**config.mk**
```make
export PLATFORM = sky130hd
export DESIGN_NAME = frame_config_loader
export DESIGN_NICKNAME = d
export VERILOG_FILES = /design/src/rtl/frame_config_loader_pkg.sv /design/src/rtl/frame_config_loader_strobe_decoder.sv /design/src/rtl/frame_config_loader.sv
export SDC_FILE = /design/constraint.sdc
export NUM_CORES = 1
export LEC_CHECK = 0
export BUFFER_PORTS_ARGS = -buffer_cell sky130_fd_sc_hd__buf_2
export CAP_MARGIN = 10
export CORE_AREA = 3 3 341 343
export CTS_CLUSTER_SIZE = 14
export DETAILED_ROUTE_END_ITERATION = 16
export DIE_AREA = 0 0 344 346
export PLACE_DENSITY = 0.55
export SYNTH_ARGS = -nofsm -noshare
export SYNTH_HDL_FRONTEND = slang
export SYNTH_SLANG_ARGS = --single-unit
```
**constraint.sdc**
```tcl
create_clock -name CLK -period 35.6 [get_ports CLK]
set_input_delay 7.12 -clock CLK [delete_from_list [all_inputs] [get_ports CLK]]
set_output_delay 7.12 -clock CLK [all_outputs]
set_load 0.02 [all_outputs]
```
**src/rtl/frame_config_loader_pkg.sv**
```systemverilog
// Shared definitions for the frame configuration loader: header layout,
// sync marker and FSM state type.
package frame_config_loader_pkg;

  localparam logic [7:0]  FRAME_SYNC   = 8'hA5;

  // Header field positions (each field is 8 bits wide)
  localparam int unsigned HDR_SYNC_LSB = 24;
  localparam int unsigned HDR_COL_LSB  = 16;
  localparam int unsigned HDR_FRM_LSB  = 8;
  localparam int unsigned HDR_FLD_W    = 8;

  typedef enum logic [1:0] {
    ST_IDLE   = 2'd0,
    ST_DATA   = 2'd1,
    ST_STROBE = 2'd2,
    ST_GAP    = 2'd3
  } state_t;

  // Extract one 8-bit header field starting at bit lsb
  function automatic logic [7:0] hdr_field(input logic [31:0] w, input int unsigned lsb);
    return w[lsb +: HDR_FLD_W];
  endfunction

endpackage

```
**src/rtl/frame_config_loader_strobe_decoder.sv**
```systemverilog
// Registered one-hot decode of (column, frame, fire) into the FrameStrobe vector.
// At most one bit is high, and only in the cycle after fire is sampled.
module frame_strobe_decoder #(
  parameter int unsigned MaxFramesPerCol = 20,
  parameter int unsigned NumCols         = 16
) (
  input  logic                                 i_clk,
  input  logic                                 i_rst,
  input  logic [7:0]                           i_column,
  input  logic [7:0]                           i_frame,
  input  logic                                 i_fire,
  output logic [MaxFramesPerCol*NumCols-1:0]   o_strobe
);
  import frame_config_loader_pkg::*;

  localparam int unsigned NBits = MaxFramesPerCol * NumCols;
  localparam int unsigned IW    = $clog2(NBits);

  logic [IW-1:0]    w_idx;
  logic [NBits-1:0] r_strobe;

  assign w_idx = IW'(i_column) * IW'(MaxFramesPerCol) + IW'(i_frame);

  // One-hot strobe register, cleared every cycle fire is low
  always_ff @(posedge i_clk or posedge i_rst) begin
    if (i_rst) begin
      r_strobe <= '0;
    end else begin
      for (int unsigned i = 0; i < NBits; i++) begin
        r_strobe[i] <= i_fire && (w_idx == IW'(i));
      end
    end
  end

  assign o_strobe = r_strobe;

endmodule

```
**src/rtl/frame_config_loader.sv**
```systemverilog
// Configuration front-end: accepts header + NumRows data words on a
// valid/ready stream, loads row registers, then pulses one FrameStrobe bit.
module frame_config_loader #(
  parameter int unsigned FrameBitsPerRow = 32,
  parameter int unsigned MaxFramesPerCol = 20,
  parameter int unsigned NumRows         = 16,
  parameter int unsigned NumCols         = 16
) (
  input  logic                                  CLK,
  input  logic                                  reset,
  input  logic [FrameBitsPerRow-1:0]            s_data,
  input  logic                                  s_valid,
  output logic                                  s_ready,
  output logic [FrameBitsPerRow*NumRows-1:0]    FrameData,
  output logic [MaxFramesPerCol*NumCols-1:0]    FrameStrobe,
  output logic                                  busy,
  output logic                                  hdr_error,
  output logic [15:0]                           frames_done
);
  import frame_config_loader_pkg::*;

  localparam int unsigned RW = $clog2(NumRows);

  state_t                                     r_state;
  logic                                       r_ready;
  logic                                       r_busy;
  logic                                       r_hdr_error;
  logic [15:0]                                r_frames_done;
  logic [RW-1:0]                              r_row;
  logic [7:0]                                 r_col;
  logic [7:0]                                 r_frame;
  logic [NumRows-1:0][FrameBitsPerRow-1:0]    r_rows;

  logic                                       w_xfer;
  logic                                       w_hdr_ok;
  logic                                       w_last;
  logic                                       w_fire;

  assign w_xfer   = s_valid && r_ready;
  assign w_hdr_ok = (hdr_field(s_data, HDR_SYNC_LSB) == FRAME_SYNC)
                 && (hdr_field(s_data, HDR_COL_LSB) < 8'(NumCols))
                 && (hdr_field(s_data, HDR_FRM_LSB) < 8'(MaxFramesPerCol));
  assign w_last   = (r_row == RW'(NumRows - 1));
  // Fire on the transfer of the last data word so the registered strobe
  // appears in the same cycle the FSM sits in STROBE.
  assign w_fire   = (r_state == ST_DATA) && w_xfer && w_last;

  // Frame FSM with registered ready/busy decodes, row loading and counters
  always_ff @(posedge CLK or posedge reset) begin
    if (reset) begin
      r_state       <= ST_IDLE;
      r_ready       <= 1'b0;
      r_busy        <= 1'b0;
      r_hdr_error   <= 1'b0;
      r_frames_done <= '0;
      r_row         <= '0;
      r_col         <= '0;
      r_frame       <= '0;
      r_rows        <= '0;
    end else begin
      case (r_state)
        ST_IDLE: begin
          r_ready <= 1'b1;
          if (w_xfer) begin
            if (w_hdr_ok) begin
              r_col   <= hdr_field(s_data, HDR_COL_LSB);
              r_frame <= hdr_field(s_data, HDR_FRM_LSB);
              r_row   <= '0;
              r_busy  <= 1'b1;
              r_state <= ST_DATA;
            end else begin
              r_hdr_error <= 1'b1;
            end
          end
        end
        ST_DATA: begin
          if (w_xfer) begin
            r_rows[r_row] <= s_data;
            r_row         <= r_row + 1'b1;
            if (w_last) begin
              r_frames_done <= r_frames_done + 16'd1;
              r_ready       <= 1'b0;
              r_state       <= ST_STROBE;
            end
          end
        end
        ST_STROBE: begin
          r_state <= ST_GAP;
        end
        ST_GAP: begin
          r_ready <= 1'b1;
          r_busy  <= 1'b0;
          r_state <= ST_IDLE;
        end
        default: r_state <= ST_IDLE;
      endcase
    end
  end

  frame_strobe_decoder #(
    .MaxFramesPerCol (MaxFramesPerCol),
    .NumCols         (NumCols)
  ) u_strobe (
    .i_clk    (CLK),
    .i_rst    (reset),
    .i_column (r_col),
    .i_frame  (r_frame),
    .i_fire   (w_fire),
    .o_strobe (FrameStrobe)
  );

  assign s_ready     = r_ready;
  assign busy        = r_busy;
  assign hdr_error   = r_hdr_error;
  assign frames_done = r_frames_done;
  assign FrameData   = r_rows;

endmodule
```
==> Flow_metrics.wiki, run 1 <==
{| class="wikitable"
! Metric !! Value
|-
| Worst IR drop on VDD || 0.0432 mV
|-
| Aggregate global-route resource usage || 18.2%
|-
| Top fanout value on the critical path || 126
|-
| Number of enable-type register cells in the synthesized netlist || 0
|-
| Clock sinks || 872
|-
| Total number of yosys warnings || 0
|-
| Crit path capture type || async pin
|-
| Violation count after the first detailed-route iteration || 1,058
|-
| Cell total after placement || 4,444
|-
| First-pass GRT wire length || 160,000 µm
|-
| Worst EP arrival || 11,390 ps
|-
| Most area-consuming cells after synthesis || sky130_fd_sc_hd__dfrtp_1 69%, sky130_fd_sc_hd__mux2_2 19%, sky130_fd_sc_hd__nor3_1 5.2%
|-
| Final hold violation count || 0
|-
| Hold-critical path depth || 1
|-
| Clock latency reported for the late side of the worst-skew pair || 670 ps
|-
| Standard-cell rows || 124
|-
| Final worst-path cycle share || 30.2%
|-
| Number of clock buffers inserted by TritonCTS || 95
|-
| Worst R2R Path Depth || 12
|-
| Post-place instance area || 37,900 µm²
|-
| Layout cells sized above 1 || 52.5%
|-
| Number of distinct standard cells referenced by the synthesized netlist || 44
|-
| Placement-stage worst setup slack || 23,920 ps
|-
| Nets || 3,089
|-
| Power share of the combinational group || 22.6%
|-
| Post-CTS setup buffer count || 0
|-
| Worst-path cell with the longest stage delay || sky130_fd_sc_hd__buf_4
|-
| Count of final max-slew check failures || 0
|-
| RD Place Congestion || 0.802
|-
| Critical Path Source Type || input port
|-
| Total Power Consumption || 2.89 mW
|-
| Worst hold path startpoint || frames_done[15]
|-
| Post-Synthesis Cell Area || 31,800 µm²
|-
| Type of the worst setup path || in -> async
|-
| Number of global-route vias before repair || 22,000
|-
| H-tree lvl count || 3
|-
| Sw power || 0.912 mW
|-
| CTS clk-pin slew, worst paths || 60 ps
|-
| Unrepaired setup endpoints after global routing || no
|-
| Worst Max-Slew Pin Slew || 1090 ps
|-
| Commonest cells after routing, fill and taps aside || 885 x sky130_fd_sc_hd__buf_2, 872 x sky130_fd_sc_hd__dfrtp_1, 523 x sky130_fd_sc_hd__mux2_2, 331 x sky130_fd_sc_hd__nor3_1, 97 x sky130_fd_sc_hd__clkbuf_16
|-
| Internal power || 1.98 mW
|-
| Total congestion overflow after global routing || 0
|-
| Multi-input combinational cell area || 9400 µm²
|-
| Finished Core Util || 36.1%
|-
| Cell type with the highest aggregate area in the netlist || sky130_fd_sc_hd__dfrtp_1
|-
| Leading cell type in the layout, fill and taps excluded || sky130_fd_sc_hd__buf_2
|-
| Total length of routed wires || 111,000 µm
|-
| Area of all placed cells without fillers || 41,100 µm²
|-
| Sequential power share || 42.5%
|-
| Mean post-synth cell area || 14.6 µm²
|-
| Number of port buffers || 885
|-
| Number of cells produced by synthesis || 2,172
|-
| Share of the synthesized area in the top cell type || 68.6%
|-
| Largest net degree at the start of global routing || 127
|-
| Worst slew margin || 27.4%
|-
| Classification of the worst-slack hold path || reg -> reg
|-
| Number of cells in the finished layout apart from fillers || 4,621
|-
| Number of search-and-repair iterations in the first detailed-routing pass || 5
|-
| Fraction of synthesis flops using an asynchronous set or reset pin || 100%
|-
| Cell occurring most often along the worst timing path || sky130_fd_sc_hd__buf_4
|-
| Slack of the critical path || 24,850 ps
|-
| Initial antenna violation count || 3
|-
| Portion of the post-synthesis area used by sequential elements || 68.6%
|-
| Peak clock frequency supported by timing || 93.0 MHz
|-
| Max-cap viol count || 0
|-
| Total of fill cells in the finished design || 11,200
|-
| Summed negative setup slack over all endpoints || 0 ps
|-
| Chain of cells forming the critical path || buf_2, inv_8, buf_4, buf_4, buf_4, buf_4
|-
| Required time worst endpoint || 36,240 ps
|-
| Net switching share of the total power || 31.5%
|-
| Core footprint || 114,000 µm²
|-
| Number of design rule violations left after detail routing || 0
|-
| Number of cells upsized or downsized after cts || 0
|-
| Delay of the slowest cell on the worst path || 870 ps
|-
| Endpoints failing setup || 0
|-
| Power share of the clock group || 34.9%
|-
| Leak Pwr || 22.2 nW
|-
| Outcome || completed
|-
| TritonCTS clock tree || yes
|-
| Power per cell area || 70.3 nW/µm²
|-
| Floorplan die area || 119,000 µm²
|-
| Final HPWL DP || 76,200 µm
|-
| Sequential cell area in the final layout || 21,800 µm²
|-
| Synthesized netlist net count || 2,232
|-
| Vias per inst || 4.55
|-
| WHS || 482 ps
|-
| Die Ht || 346 µm
|-
| Reg2reg start || r_col[1]
|-
| Drt wl/cell || 24.0 µm
|-
| Number of buffers added to fix hold violations after cts || 0
|-
| Vias after detailed routing || 21,000
|-
| Starting Density || 27.9%
|-
| Area added between synthesis and finish || 29.3%
|-
| Clock Tree Root || sky130_fd_sc_hd__clkbuf_16
|-
| Number of synthesized register bits || 872
|-
| Maximum root-to-sink buffer count || 3
|-
| Number of top-level design ports || 886
|-
| Clk_skew || 21.1 ps
|-
| Timing startpoint of the critical path || reset
|-
| Post-route ant nets || 0
|-
| Shortest period the worst path allows || 10,750 ps
|-
| Overall die width || 344 µm
|-
| Ys flop type || sky130_fd_sc_hd__dfrtp_1
|}
## flip-flops by register name, indices dropped and copies added, names as in the netlist
register,flops
FrameData,512
u_strobe.o_strobe,320
frames_done,16
r_frame,8
r_col,7
r_row,4
r_state,2
busy,1
hdr_error,1
s_ready,1
## critical path, delay by kind of cell
kind,cells,cell delay [ps]
buffers and inverters,6,4000
## power groups by stage
stage	logic (mW)	clock network [mW]	registers, mW
3_5_place_dp	0.663	0	1.24
2_1_floorplan	0.197	0	1.44
4_1_cts	0.664	1.04	1.23
6_report	0.653	1.01	1.23
5_1_grt	0.695	1.08	1.25
3_3_place_gp	0.660	0	1.24
## synth_stat cells, drive strengths merged (4+ instances only)
cell type	instances
nor2	41
and3	5
o21ai	9
clkbuf	72
xor2	9
buf	92
nor3	333
ha	23
a21oi	11
nand4	7
nand2	85
xnor2	17
nor2b	11
dfrtp	872
nand2b	6
inv	7
nand3	17
and4	4
mux2	523
## layout make-up
| type | count | area share (%) |
|---|---|---|
| diodes | 2 | 0.0122 |
| clock buffers | 138 | 6.71 |
| clock inverters | 37 | 1.20 |
| inverters | 7 | 0.0821 |
| multi-input cells | 1129 | 22.9 |
| flip-flops and latches | 872 | 53.1 |
| well taps | 1512 | 4.60 |
| repair buffers | 924 | 11.5 |
## layer usage
metal | GRT usage (%) | routed length (µm) | vias up
li1 | - | - | 9258
met5 | 0 | 0 | -
met1 | 20.8 | 41900 | 10800
met3 | 5.71 | 9250 | 177
met2 | 32.0 | 55800 | 824
met4 | 6.49 | 3800 | 0
## worst paths after layout
check,to,slack [ps]
min reg2reg,frames_done[15],480
min in group asynchronous,FrameData[241],6660
min,frames_done[15],480
max,FrameData[352],24850
max reg2reg,u_strobe.o_strobe[142],30080
max in group CLK,FrameData[267],26190
## cells by family after synthesis
kind of cell	after synthesis	share of synthesized area (%)
fa+ha+maj	25	1.03
flops	872	68.6
compound gates	33	0.649
simple gates	522	8.06
mux	523	18.5
buf+inv	171	2.38
xor+xnor	26	0.740
Note: power is estimated with default switching activity, not from simulation.
==> run 2, diff against run 1 <==
==> constraint.sdc (replaced) <==
create_clock -name CLK -period 10.5 [get_ports CLK]
set_input_delay 2.1 -clock CLK [delete_from_list [all_inputs] [get_ports CLK]]
set_output_delay 2.1 -clock CLK [all_outputs]
set_load 0.02 [all_outputs]
==> run 2 against run 1 <==
- register-to-register slack got worse by 24000 ps
- first-iteration DRC count down 6.3%
- global-route usage about the same
- cell count is essentially flat
- clock-buffer cell count grew 6
- via count barely moved
- core utilization is 0.064 points higher
- combinational power rose to 3.4 times the previous value
- flip-flop and latch count stayed put
- clock power rose to 3.4 times the previous value
- wire length hardly changed
- sequential power grew to 3.4 times the previous value
- critical path type is now reg -> reg
- largest cell class unchanged
- largest power group unchanged
==> Flow_metrics.wiki, run 2 (same netlist as run 1, synthesis figures left out) <==
{| class="wikitable"
! Metric !! Value
|-
| Violation count after the first detailed-route iteration || 991 (was 1,058)
|-
| Clock sinks || 872 (unchanged)
|-
| Worst IR drop on VDD || 0.135 mV (was 0.0432 mV)
|-
| Final hold violation count || 0 (unchanged)
|-
| First-pass GRT wire length || 160,000 µm (about the same)
|-
| Drt wl/cell || 24.0 µm (about the same)
|-
| Post-CTS setup buffer count || 0 (unchanged)
|-
| Total congestion overflow after global routing || 0 (unchanged)
|-
| Nets || 3,084 (was 3,089)
|-
| Worst EP arrival || 5090 ps (was 11,390 ps)
|-
| Max FFs per register || 512 (unchanged)
|-
| Post-route ant nets || 0 (unchanged)
|-
| Number of buffers added to fix hold violations after cts || 0 (unchanged)
|-
| Worst slew margin || 25.5% (was 27.4%)
|-
| Net switching share of the total power || 31.7% (was 31.5%)
|-
| Number of top-level design ports || 886 (unchanged)
|-
| Critical Path Source Type || register (was input port)
|-
| Power per cell area || 239 nW/µm² (was 70.3 nW/µm²)
|-
| Number of port buffers || 885 (unchanged)
|-
| Core footprint || 114,000 µm² (unchanged)
|-
| Vias per inst || 4.55 (about the same)
|-
| Final HPWL DP || 77,100 µm (was 76,200 µm)
|-
| Number of design rule violations left after detail routing || 0 (unchanged)
|-
| WHS || 477 ps (was 482 ps)
|-
| Type of the worst setup path || reg -> reg (was in -> async)
|-
| Aggregate global-route resource usage || 18.2% (about the same)
|-
| Starting Density || 27.9% (unchanged)
|-
| Number of cells upsized or downsized after cts || 0 (unchanged)
|-
| Number of global-route vias before repair || 21,900 (was 22,000)
|-
| Vias after detailed routing || 21,000 (about the same)
|-
| Count of final max-slew check failures || 0 (unchanged)
|-
| Total of fill cells in the finished design || 11,100 (was 11,200)
|-
| RD Place Congestion || 0.792 (was 0.802)
|-
| Global-route track usage on met3 || 5.42% (was 5.71%)
|-
| Power share of the clock group || 34.9% (about the same)
|-
| Top fanout value on the critical path || 189 (was 126)
|-
| Classification of the worst-slack hold path || reg -> reg (unchanged)
|-
| Met2 Track Usage GR || 31.6% (was 32.0%)
|-
| Maximum root-to-sink buffer count || 3 (unchanged)
|-
| Clock Tree Root || sky130_fd_sc_hd__clkbuf_16 (unchanged)
|-
| Worst Max-Slew Pin Slew || 1120 ps (was 1090 ps)
|-
| Max-cap viol count || 0 (unchanged)
|-
| TritonCTS clock tree || yes (unchanged)
|-
| Post-place instance area || 37,900 µm² (about the same)
|-
| CTS clk-pin slew, worst paths || 60 ps (about the same)
|-
| Outcome || completed (unchanged)
|-
| Number of clock buffers inserted by TritonCTS || 94 (was 95)
|-
| Area added between synthesis and finish || 29.6% (was 29.3%)
|-
| Commonest cells after routing, fill and taps aside || 885 x sky130_fd_sc_hd__buf_2, 872 x sky130_fd_sc_hd__dfrtp_1, 523 x sky130_fd_sc_hd__mux2_2, 331 x sky130_fd_sc_hd__nor3_1, 95 x sky130_fd_sc_hd__clkbuf_16 (was 885 x sky130_fd_sc_hd__buf_2, 872 x sky130_fd_sc_hd__dfrtp_1, 523 x sky130_fd_sc_hd__mux2_2, 331 x sky130_fd_sc_hd__nor3_1, 97 x sky130_fd_sc_hd__clkbuf_16)
|-
| Standard-cell rows || 124 (unchanged)
|-
| Internal power || 6.74 mW (was 1.98 mW)
|-
| GR peak layer || met2 (unchanged)
|-
| Clock latency reported for the late side of the worst-skew pair || 670 ps (about the same)
|-
| Sequential power share || 42.4% (was 42.5%)
|-
| Shortest period the worst path allows || 4600 ps
|-
| Power share of the combinational group || 22.7% (was 22.6%)
|-
| Number of search-and-repair iterations in the first detailed-routing pass || 4 (was 5)
|-
| Leading cell type in the layout, fill and taps excluded || sky130_fd_sc_hd__buf_2 (unchanged)
|-
| Peak clock frequency supported by timing || 218 MHz
|-
| Sw power || 3.12 mW (was 0.912 mW)
|-
| Initial antenna violation count || 1 (was 3)
|-
| Leak Pwr || 22.2 nW (about the same)
|-
| Crit path capture type || register (was async pin)
|-
| Clk_skew || 28.8 ps (was 21.1 ps)
|-
| Final worst-path cycle share || 43.8%
|-
| Unrepaired setup endpoints after global routing || no (unchanged)
|-
| Met1 track utilization from global routing || 21.4% (was 20.8%)
|-
| Total length of routed wires || 111,000 µm (about the same)
|-
| Layout cells sized above 1 || 52.4% (was 52.5%)
|-
| H-tree lvl count || 3 (unchanged)
|-
| Floorplan die area || 119,000 µm² (unchanged)
|-
| Die Ht || 346 µm (unchanged)
|-
| Finished Core Util || 36.2% (was 36.1%)
|-
| Overall die width || 344 µm (unchanged)
|-
| Endpoints failing setup || 0 (unchanged)
|-
| Area of all placed cells without fillers || 41,200 µm² (was 41,100 µm²)
|-
| Required time worst endpoint || 10,990 ps (was 36,240 ps)
|-
| Largest net degree at the start of global routing || 190 (was 127)
|}
run 2: worst max-delay path, cell delays in order (launching register included):
cell,delay (ps)
sky130_fd_sc_hd__dfrtp_1,440
sky130_fd_sc_hd__ha_1,320
sky130_fd_sc_hd__ha_1,220
sky130_fd_sc_hd__fa_1,380
sky130_fd_sc_hd__xor2_1,170
sky130_fd_sc_hd__ha_1,340
sky130_fd_sc_hd__a21oi_1,140
sky130_fd_sc_hd__o21ai_1,210
sky130_fd_sc_hd__xnor2_2,510
sky130_fd_sc_hd__buf_4,620
sky130_fd_sc_hd__buf_12,580
sky130_fd_sc_hd__nor3_1,160
run 2: stage by stage:
step / setup slack (ps) / setup TNS [ps] / instances / power, mW
after floorplan: -3590 / -3128590 / 2172 / 5.54
after global placement: 5200 / 0 / 4439 / 6.49
after detailed placement: 5120 / 0 / 4439 / 6.51
after CTS: 5890 / 0 / 4616 / 9.99
after global routing: 5680 / 0 / 4617 / 10.3
final: 5900 / 0 / 4618 / 9.87
run 2: worst paths after layout:
check                                 from                endpoint  slack [ps]  cells past startpoint
setup reg to reg                  r_col[1]  u_strobe.o_strobe[231]        5900                     11
hold reg to reg            frames_done[15]         frames_done[15]         480                      1
setup / recovery                  r_col[1]  u_strobe.o_strobe[231]        5900                     11
max in group asynchronous            reset          FrameData[102]        7320                      4
hold / removal             frames_done[15]         frames_done[15]         480                      1
min in group asynchronous            reset          FrameData[105]        1620                      3
run 2: cell type report:
| cell class | count | area (µm²) | area share, % |
|---|---|---|---|
| inverters | 7 | 30.0 | 0.0729 |
| repair buffers | 920 | 4790 | 11.6 |
| clock buffers | 144 | 2820 | 6.85 |
| diodes | 1 | 2.50 | 0.00607 |
| multi-input cells | 1129 | 9390 | 22.8 |
| clock inverters | 33 | 453 | 1.10 |
| well taps | 1512 | 1890 | 4.59 |
| flip-flops and latches | 872 | 21800 | 53.0 |
run 2: power by group through the flow:
stage          Sequential, mW  Clock [mW]  Combinational [mW]
6_report                 4.18        3.45                2.24
5_1_grt                  4.25        3.66                2.39
4_1_cts                  4.18        3.53                2.28
3_5_place_dp             4.23           0                2.28
3_3_place_gp             4.22           0                2.27
2_1_floorplan            4.87           0               0.669
run 2: metal layers:
layer | wire, µm | part of all wire (%) | up-vias
met5 | 0 | 0 | -
met4 | 3280 | 3.0 | 0
met3 | 8650 | 7.8 | 160
met2 | 55500 | 50 | 765
met1 | 43300 | 39 | 10800
li1 | - | - | 9287
==> run 3, diff against run 2 <==
--- a/config.mk
+++ b/config.mk
@@ -11,7 +11,7 @@
 export CTS_CLUSTER_SIZE = 14
 export DETAILED_ROUTE_END_ITERATION = 16
 export DIE_AREA = 0 0 344 346
-export PLACE_DENSITY = 0.55
+export PLACE_DENSITY = 0.57
 export SYNTH_ARGS = -nofsm -noshare
 export SYNTH_HDL_FRONTEND = slang
 export SYNTH_SLANG_ARGS = --single-unit
==> constraint.sdc (replaced) <==
create_clock -name CLK -period 4.1 [get_ports CLK]
set_input_delay 0.82 -clock CLK [delete_from_list [all_inputs] [get_ports CLK]]
set_output_delay 0.82 -clock CLK [all_outputs]
set_load 0.02 [all_outputs]
==> run 3 against run 2 <==
- clock-buffer cell count is 12 lower
- sequential share of layout area fell by 0.48 points
- fmax increased by 29%
- clock power rose to 2.5 times the previous value
==> Flow_metrics.wiki, run 3 (same netlist as run 1, synthesis figures left out) <==
{| class="wikitable"
! Metric !! Value
|-
| Peak clock frequency supported by timing || 282 MHz (was 218 MHz)
|-
| Floorplan die area || 119,000 µm² (unchanged)
|-
| Max FFs per register || 512 (unchanged)
|-
| Clk_skew || 39.2 ps (was 28.8 ps)
|-
| RD Place Congestion || 0.822 (was 0.792)
|-
| Leading cell type in the layout, fill and taps excluded || sky130_fd_sc_hd__buf_2 (unchanged)
|-
| Max-cap viol count || 0 (unchanged)
|-
| Clock Tree Root || sky130_fd_sc_hd__clkbuf_16 (unchanged)
|-
| First-pass GRT wire length || 165,000 µm (was 160,000 µm)
|-
| Placement-stage worst setup slack || 537 ps (was 5120 ps)
|-
| Number of top-level design ports || 886 (unchanged)
|-
| H-tree lvl count || 3 (unchanged)
|-
| Final hold violation count || 0 (unchanged)
|-
| Final HPWL DP || 82,000 µm (was 77,100 µm)
|-
| Maximum root-to-sink buffer count || 3 (unchanged)
|-
| Number of clock buffers inserted by TritonCTS || 92 (was 94)
|-
| Clock latency reported for the late side of the worst-skew pair || 680 ps (was 670 ps)
|-
| Final worst-path cycle share || 86.6% (was 43.8%)
|-
| Aggregate global-route resource usage || 19.0% (was 18.2%)
|-
| Number of cells in the finished layout apart from fillers || 4,641 (was 4,618)
|-
| Outcome || completed (unchanged)
|-
| Number of design rule violations left after detail routing || 0 (unchanged)
|-
| Drt wl/cell || 24.9 µm (was 24.0 µm)
|-
| Starting Density || 27.9% (unchanged)
|-
| Total of fill cells in the finished design || 11,100 (about the same)
|-
| N_diodes || 0 (was 1)
|-
| Commonest cells after routing, fill and taps aside || 885 x sky130_fd_sc_hd__buf_2, 872 x sky130_fd_sc_hd__dfrtp_1, 523 x sky130_fd_sc_hd__mux2_2, 331 x sky130_fd_sc_hd__nor3_1, 93 x sky130_fd_sc_hd__clkbuf_16 (was 885 x sky130_fd_sc_hd__buf_2, 872 x sky130_fd_sc_hd__dfrtp_1, 523 x sky130_fd_sc_hd__mux2_2, 331 x sky130_fd_sc_hd__nor3_1, 95 x sky130_fd_sc_hd__clkbuf_16)
|-
| CTS clk-pin slew, worst paths || 60 ps (about the same)
|-
| Vias after detailed routing || 21,400 (was 21,000)
|-
| Area of all placed cells without fillers || 41,600 µm² (was 41,200 µm²)
|-
| Die Ht || 346 µm (unchanged)
|-
| Overall die width || 344 µm (unchanged)
|-
| Worst Max-Slew Pin Slew || 1040 ps (was 1120 ps)
|-
| Endpoints failing setup || 0 (unchanged)
|-
| Nets || 3,114 (was 3,084)
|-
| Largest net degree at the start of global routing || 148 (was 190)
|-
| Cell total after placement || 4,472 (was 4,439)
|-
| Standard-cell rows || 124 (unchanged)
|-
| Total congestion overflow after global routing || 0 (unchanged)
|-
| Core footprint || 114,000 µm² (unchanged)
|-
| Count of final max-slew check failures || 0 (unchanged)
|-
| Layout cells sized above 1 || 53.1% (was 52.4%)
|-
| TritonCTS clock tree || yes (unchanged)
|-
| Worst EP arrival || 4080 ps (was 5090 ps)
|-
| Type of the worst setup path || reg -> reg (unchanged)
|-
| Classification of the worst-slack hold path || in -> async (was reg -> reg)
|-
| Number of global-route vias before repair || 22,400 (was 21,900)
|-
| Number of cells upsized or downsized after cts || 0 (unchanged)
|-
| Post-route ant nets || 0 (unchanged)
|-
| Crit path capture type || register (unchanged)
|-
| Top fanout value on the critical path || 61 (was 189)
|-
| Initial antenna violation count || 4 (was 1)
|-
| Number of buffers added to fix hold violations after cts || 0 (unchanged)
|-
| Worst IR drop on VDD || 0.437 mV (was 0.135 mV)
|-
| Shortest period the worst path allows || 3550 ps (was 4600 ps)
|-
| Total length of routed wires || 116,000 µm (was 111,000 µm)
|-
| Worst slew margin || 30.6% (was 25.5%)
|-
| Slack of the critical path || 550 ps (was 5900 ps)
|-
| Required time worst endpoint || 4630 ps (was 10,990 ps)
|-
| Vias per inst || 4.62 (was 4.55)
|-
| Post-CTS setup buffer count || 0 (unchanged)
|-
| Unrepaired setup endpoints after global routing || no (unchanged)
|-
| Number of search-and-repair iterations in the first detailed-routing pass || 5 (was 4)
|-
| Leak Pwr || 22.4 nW (was 22.2 nW)
|-
| Number of port buffers || 885 (unchanged)
|-
| Clock sinks || 872 (unchanged)
|-
| Violation count after the first detailed-route iteration || 1,067 (was 991)
|-
| Total Power Consumption || 25.0 mW (was 9.87 mW)
|-
| Critical Path Source Type || register (unchanged)
|-
| Power per cell area || 602 nW/µm² (was 239 nW/µm²)
|-
| Area added between synthesis and finish || 30.7% (was 29.6%)
|-
| Post-place instance area || 38,400 µm² (was 37,900 µm²)
|}
[run 3: cell types whose count changed in the layout (fill, tap and decap cells not counted), sizes merged]
cell / before / now
clkinv: 16 / 21
diode: 1 / 0
clkbuf: 144 / 132
clkinvlp: 5 / 4
buf: 920 / 952
[run 3: final timing paths]
kind	startpoint	end	slack (ps)	cells after the start
max in group asynchronous	reset	u_strobe.o_strobe[310]	2580	3
min in group CLK	frames_done[15]	frames_done[15]	470	1
max	r_col[1]	u_strobe.o_strobe[19]	550	10
max reg2reg	r_col[1]	u_strobe.o_strobe[19]	550	10
min reg2reg	frames_done[15]	frames_done[15]	470	1
min	reset	u_strobe.o_strobe[52]	180	2
[run 3: through the flow]
stage	setup TNS (ps)	hold slack (ps)	util [%]
after floorplan	-7593230	468	-
final	0	177	36.5
after detailed placement	0	464	33.7
after global placement	0	460	33.7
after CTS	0	125	36.5
after global routing	0	135	36.5
[run 3: where the power goes]
| group | internal, mW | leakage [nW] | switching, mW |
|---|---|---|---|
| combinational | 2.13 | 8.86 | 3.56 |
| sequential | 9.98 | 12.0 | 0.695 |
| clock | 5.05 | 1.58 | 3.62 |
| total | 17.2 | 22.4 | 7.87 |
[run 3: area by class of cell]
class | instances | area, µm² | area share, %
inverters | 7 | 30.0 | 0.0722
multi-input cells | 1129 | 9410 | 22.6
clock inverters | 37 | 477 | 1.15
flip-flops and latches | 872 | 21800 | 52.5
repair buffers | 952 | 5220 | 12.6
well taps | 1512 | 1890 | 4.55
clock buffers | 132 | 2720 | 6.55
[run 3: critical path, cell delays in order (launching register included)]
cell and delay (ps):
sky130_fd_sc_hd__dfrtp_1 430, sky130_fd_sc_hd__ha_1 310, sky130_fd_sc_hd__ha_1 220, sky130_fd_sc_hd__fa_1 460
sky130_fd_sc_hd__ha_1 350, sky130_fd_sc_hd__a21oi_1 170, sky130_fd_sc_hd__nand2_1 110, sky130_fd_sc_hd__o21a_1 250
sky130_fd_sc_hd__o21ai_4 610, sky130_fd_sc_hd__buf_12 340, sky130_fd_sc_hd__nor3_1 100
[run 3: per-layer routing]
layer  vias up  wire (µm)  global-route usage [%]
met5         -          0                       0
met4         0       3730                    6.46
met3       156       8970                    5.30
met2       812      59800                    34.1
met1     11100      43100                    21.5
li1       9324          -                       -
